--- config.mk ---
export PLATFORM = sky130hd
export DESIGN_NAME = mem_access_unit
export DESIGN_NICKNAME = d
export VERILOG_FILES = /design/src/rtl/mem_access_unit.sv
export SDC_FILE = /design/constraint.sdc
export NUM_CORES = 1
export LEC_CHECK = 0
export ABC_AREA = 1
export CORE_UTILIZATION = 45
export DETAILED_ROUTE_END_ITERATION = 10
export HOLD_SLACK_MARGIN = 0.1
export PLACE_DENSITY = 0.89
export SYNTH_ARGS = -nofsm -noshare
export SYNTH_HDL_FRONTEND = slang
export SYNTH_SLANG_ARGS = --single-unit
--- constraint.sdc ---
create_clock -name clk -period 3.6 [get_ports clk]
set_clock_uncertainty 0.1 [all_clocks]
set_input_delay 0.36 -clock clk [delete_from_list [all_inputs] [get_ports clk]]
set_output_delay 0.36 -clock clk [all_outputs]
set_load 0.02 [all_outputs]
--- src/rtl/mem_access_unit.sv ---
// Load/store unit between a core request port and a single-port word memory.
// Sub-word stores are done as read-modify-write so the memory only ever sees full words.
module mem_access_unit #(
    parameter logic [31:0] BASE_ADDR   = 32'h10010000,
    parameter int unsigned DEPTH_WORDS = 2048
) (
    input  logic        clk,
    input  logic        rst,
    input  logic        req_valid,
    output logic        req_ready,
    input  logic        req_we,
    input  logic [1:0]  req_size,
    input  logic        req_signed,
    input  logic [31:0] req_addr,
    input  logic [31:0] req_wdata,
    output logic        resp_valid,
    input  logic        resp_ready,
    output logic [31:0] resp_rdata,
    output logic        resp_err,
    output logic [31:0] mem_addr,
    output logic [31:0] mem_wdata,
    output logic        mem_write,
    input  logic [31:0] mem_rdata
);

    // state | meaning
    // IDLE  | waiting for a request, req_ready=1
    // LOAD  | memory read in flight, result captured on exit
    // MRD   | read half of a byte/halfword store
    // WRITE | mem_write high for exactly this period
    // RESP  | response held until resp_ready
    typedef enum logic [2:0] {IDLE, LOAD, MRD, WRITE, RESP} state_t;

    localparam logic [31:0] SPAN = 32'(DEPTH_WORDS) << 2;

    state_t      state;
    logic [1:0]  size_q;
    logic        signed_q;
    logic [1:0]  lane_q;
    logic [15:0] wdata_lo;
    logic [31:0] offset;
    logic        req_err;

    always_comb begin
        offset  = req_addr - BASE_ADDR;
        req_err = 1'b0;
        case (req_size)
            2'b00:   req_err = 1'b0;
            2'b01:   req_err = req_addr[0];
            2'b10:   req_err = (req_addr[1:0] != 2'b00);
            default: req_err = 1'b1;
        endcase
        if (offset >= SPAN) req_err = 1'b1;
    end

    function automatic logic [31:0] load_extract(input logic [31:0] w, input logic [1:0] sz,
                                                 input logic sgn, input logic [1:0] a);
        logic [7:0]  b;
        logic [15:0] h;
        b = w[{a, 3'b000} +: 8];
        h = a[1] ? w[31:16] : w[15:0];
        case (sz)
            2'b00:   return {{24{sgn & b[7]}}, b};
            2'b01:   return {{16{sgn & h[15]}}, h};
            default: return w;
        endcase
    endfunction

    function automatic logic [31:0] store_merge(input logic [31:0] w, input logic [15:0] d,
                                                input logic [1:0] sz, input logic [1:0] a);
        logic [31:0] m;
        m = w;
        if (sz == 2'b00) m[{a, 3'b000} +: 8] = d[7:0];
        else if (a[1])   m[31:16] = d;
        else             m[15:0]  = d;
        return m;
    endfunction

    always_ff @(posedge clk or negedge rst) begin
        if (!rst) begin
            state      <= IDLE;
            req_ready  <= 1'b1;
            resp_valid <= 1'b0;
            resp_err   <= 1'b0;
            resp_rdata <= '0;
            mem_write  <= 1'b0;
            mem_addr   <= '0;
            mem_wdata  <= '0;
            size_q     <= '0;
            signed_q   <= 1'b0;
            lane_q     <= '0;
            wdata_lo   <= '0;
        end else begin
            case (state)
                IDLE: begin
                    if (req_valid && req_ready) begin
                        size_q    <= req_size;
                        signed_q  <= req_signed;
                        lane_q    <= req_addr[1:0];
                        wdata_lo  <= req_wdata[15:0];
                        mem_addr  <= {req_addr[31:2], 2'b00};
                        req_ready <= 1'b0;
                        if (req_err) begin
                            resp_err   <= 1'b1;
                            resp_rdata <= '0;
                            resp_valid <= 1'b1;
                            state      <= RESP;
                        end else if (!req_we) begin
                            state <= LOAD;
                        end else if (req_size == 2'b10) begin
                            mem_wdata <= req_wdata;
                            mem_write <= 1'b1;
                            state     <= WRITE;
                        end else begin
                            state <= MRD;
                        end
                    end
                end
                LOAD: begin
                    resp_rdata <= load_extract(mem_rdata, size_q, signed_q, lane_q);
                    resp_err   <= 1'b0;
                    resp_valid <= 1'b1;
                    state      <= RESP;
                end
                MRD: begin
                    mem_wdata <= store_merge(mem_rdata, wdata_lo, size_q, lane_q);
                    mem_write <= 1'b1;
                    state     <= WRITE;
                end
                WRITE: begin
                    mem_write  <= 1'b0;
                    resp_rdata <= '0;
                    resp_err   <= 1'b0;
                    resp_valid <= 1'b1;
                    state      <= RESP;
                end
                RESP: begin
                    if (resp_ready) begin
                        resp_valid <= 1'b0;
                        resp_err   <= 1'b0;
                        resp_rdata <= '0;
                        req_ready  <= 1'b1;
                        state      <= IDLE;
                    end
                end
                default: begin
                    mem_write  <= 1'b0;
                    resp_valid <= 1'b0;
                    req_ready  <= 1'b1;
                    state      <= IDLE;
                end
            endcase
        end
    end

endmodule
==> results.tsv <==
stage	metric	value	unit
outcome	status	finished clean	
die	fp.dieW	126.5	um
cells_and_area	final_layout_size_suffix_gt1_share	6.201	%
clocking	clockBufferDepth	2	
power_and_ir_drop	p_per_area	777.3	mW/mm^2
sta	min_period	2.567	ns
clocking	h-tree-depth	4	
worst_setup_path	crit_type	reg2reg	
worst_hold_path	holdPathStages	2	
placed_design	place_ws	1.086	ns
clocking	cts_sinks	122	
yosys	yosys_most_used_dff	dfrtp_1	
sta	rsz0062_at_grt	no	
global_route	grt_overflow	0	
sta	hold_viol	0	
cells_and_area	fill_cells	1298	
die	dieHeight	126.5	um
yosys	syn_inst	958	
cells_and_area	multiInputGateArea	0.003314	sq mm
global_route	grt_pass1_wl	34580	um
yosys	synth.avg_cell_area	7.279	sq um
route	detail-route-antenna-nets	0	
power_and_ir_drop	total_leakage_power	4.622	nW
yosys	syn_area	0.006973	sq mm
yosys	ys_seq_elements	122	
worst_setup_path	cp.arrival	2.83	ns
power_and_ir_drop	irDropWorstVdd	657.9	uV
yosys	synth_area_leaders	dfrtp_1 (43%), nand2_1 (18%), o21ai_0 (7.6%)	
die	rows	45	
yosys	synthMuxAreaShare	1.005	%
yosys	synthSimpleGateAreaFrac	27.76	%
route	drt-initial-drc-count	563	
clocking	cts_tree	yes	
yosys	ys_async_sr_fraction	100.0	%
worst_setup_path	ff2ff_path_depth	9	
die	start_util	46.04	%
worst_setup_path	end_kind	flop	
route	drt-wirelength-per-cell	16.36	um
yosys	synthAdderAreaFrac	0.8972	%
sta	setup_viol	0	
yosys	synth_top_area_share	43.42	%
global_route	grt_usage	28.07	%
sta	setup_tns	0	ns
yosys	synth_edf_count	0	
clocking	cts_setup_buffers	0	
route	routed_wirelength	21810	um
worst_setup_path	regToRegEndpoint	mem_wdata[5]	
sta	period_share	71.32	%
yosys	synth_compound_area_share	17.76	%
yosys	ys_types	33	
worst_setup_path	path_max_fanout	27	
yosys	synth_largest_area_cell	dfrtp_1	
yosys	synth_top_family_by_area	simple AND/OR/NAND/NOR gates	
worst_setup_path	slowest_stage	inv_1	
clocking	cts_root_buf	clkbuf_16	
die	ios	204	
sta	slew_headroom	37.91	%
route	via_per_inst	5.372	
clocking	clk_latency	0.42	ns
sta	tightest_slew	0.9314	ns
route	drc	0	
placed_design	io_buffer_count	201	
worst_hold_path	hold_path_class	reg2reg	
worst_setup_path	rr_startpoint	lane_q[1]	
clocking	path_clk_slew	0.05	ns
worst_hold_path	min_from	resp_err	
worst_hold_path	min_to	resp_err	
clocking	cts_buffers	17	
sta	setup_ws	1.033	ns
job	drv.max_cap_violation_count	0	
worst_setup_path	cp-start-kind	flop	
yosys	synth-seq-area-share	43.80	%
global_route	first_global_vias	6751	
yosys	yosysMostFrequentCell	nand2_1	
cells_and_area	nNetsFinal	1241	
sta	slew_viol_final	0	
die	core	0.01515	sq mm
yosys	synthTopCellsByCount	nand2_1 (338), dfrtp_1 (121), o21ai_0 (106), inv_1 (73), nor2_1 (60)	
global_route	grt_max_degree	69	
cells_and_area	synthToLayoutAreaGrowth	37.48	%
sta	fmax	0.3895	GHz
route	routed-via-count	7161	
die	die-area	0.01600	sq mm
placed_design	hpwl	15850	um
worst_setup_path	path_cells	inv_1 -> ha_1 -> inv_1 -> nand4_1 -> o21ai_0 -> o211ai_1 -> nand2_1 -> nand3_1 -> nand2_1	
yosys	ys_warn_count	0	
placed_design	routabilityCongestion	0.9247	
cells_and_area	diodes	0	
worst_setup_path	required	3.86	ns
global_route	antenna_found_initial	0	
worst_setup_path	r2r_slack	1.03	ns
worst_setup_path	max_stage_delay	0.51	ns
yosys	synthXorXnorAreaFrac	0	%
route	dr.pass1.iters	5	
cells_and_area	register_area	0.003055	sq mm
[power breakdown]
group          switching (W)  total, W  internal, W  leakage (nW)
Clock               0.000610   0.00172      0.00110         0.293
Combinational        0.00217   0.00351      0.00134          2.76
Sequential          0.000379   0.00223      0.00185          1.57
[cell families after synthesis]
kind of cell / after synthesis
simple gates: 470
flops: 122
buf+inv: 135
compound gates: 218
other cells: 1
fa+ha+maj: 5
mux: 7
[critical path: cells and delay by family, from the launching register on]
family | cells | cell delay, ns
buffers and inverters | 2 | 0.60
adders and majority gates | 1 | 0.38
and+or+nand+nor | 4 | 0.59
AOI/OAI and AO/OA | 2 | 0.43
DFF | 1 | 0.39
[sequential cells by signal, indices dropped and copies added (netlist names), 2 cells and up]
name        flops
lane_q          2
mem_addr       30
mem_wdata      32
resp_rdata     32
size_q          2
state           3
wdata_lo       16
[layout make-up]
| class | count | area share (%) |
|---|---|---|
| Clock buffer | 25 | 5.273 |
| Clock inverter | 7 | 0.9136 |
| Inverter | 79 | 3.093 |
| Multi-Input combinational cell | 702 | 34.57 |
| Sequential cell | 122 | 31.87 |
| Tap cell | 188 | 2.454 |
| Timing Repair Buffer | 210 | 21.82 |
[metal layers]
| layer | GRT usage [%] | part of all wire [%] | vias up |
|---|---|---|---|
| li1 | - | - | 3467 |
| met1 | 32.90 | 39 | 3320 |
| met2 | 47.12 | 48 | 327 |
| met3 | 9.658 | 9.2 | 47 |
| met4 | 11.34 | 2.9 | 0 |
| met5 | 0 | 0 | - |
[placed cells by master, fill, tap and decap left out]
cell,count
conb_1,2
o21ai_0,106
buf_12,1
o22ai_1,14
bufinv_16,2
clkbuf_1,3
nand4_1,4
buf_4,8
clkdlybuf4s50_1,200
dfstp_2,1
a211oi_4,1
dlygate4sd3_1,1
nor2_1,60
clkinvlp_4,1
nor2_8,1
clkbuf_8,5
nand2_2,3
nand3b_1,1
inv_2,6
dfrtp_1,120
nand2_4,3
nor2_4,3
nand2_8,1
a211oi_1,2
nor2_2,2
o221ai_1,7
ha_1,5
o21ai_2,11
nand3_1,54
o21ai_1,19
clkinv_2,4
mux2i_1,7
o211ai_1,16
inv_1,73
a21boi_0,1
dfrtp_2,1
a21oi_1,41
nand2_1,338
clkbuf_16,17
[per-stage QoR]
stage	hold slack, ns	instances	util, %	area [sq um]	power, W
finish	0.3661	1333	63.30	9587	0.007452
global route	0.3700	1333	63.30	9587	0.007952
CTS	0.3589	1333	63.30	9587	0.007454
detailed placement	0.3571	1300	59.31	8984	0.005717
global placement	0.3535	1300	59.31	8984	0.005639
floorplan	-0.03559	959	-	6977	0.004455
[how the worst max path moves through the flow]
stage,from,to,cells past startpoint
floorplan,lane_q[1],mem_wdata[11],10
global placement,req_size[1],mem_wdata[29],9
detailed placement,lane_q[1],mem_wdata[5],9
CTS,lane_q[1],mem_wdata[5],9
global route,lane_q[1],mem_wdata[4],9
finish,lane_q[1],mem_wdata[5],9
[timing repair]
item,in CTS,in global routing
hold buffers,1,0
endpoints found under the setup margin,0,0
endpoints found under the hold margin,56,0
gates resized for setup,0,0
(Power assumes the default switching activity.)
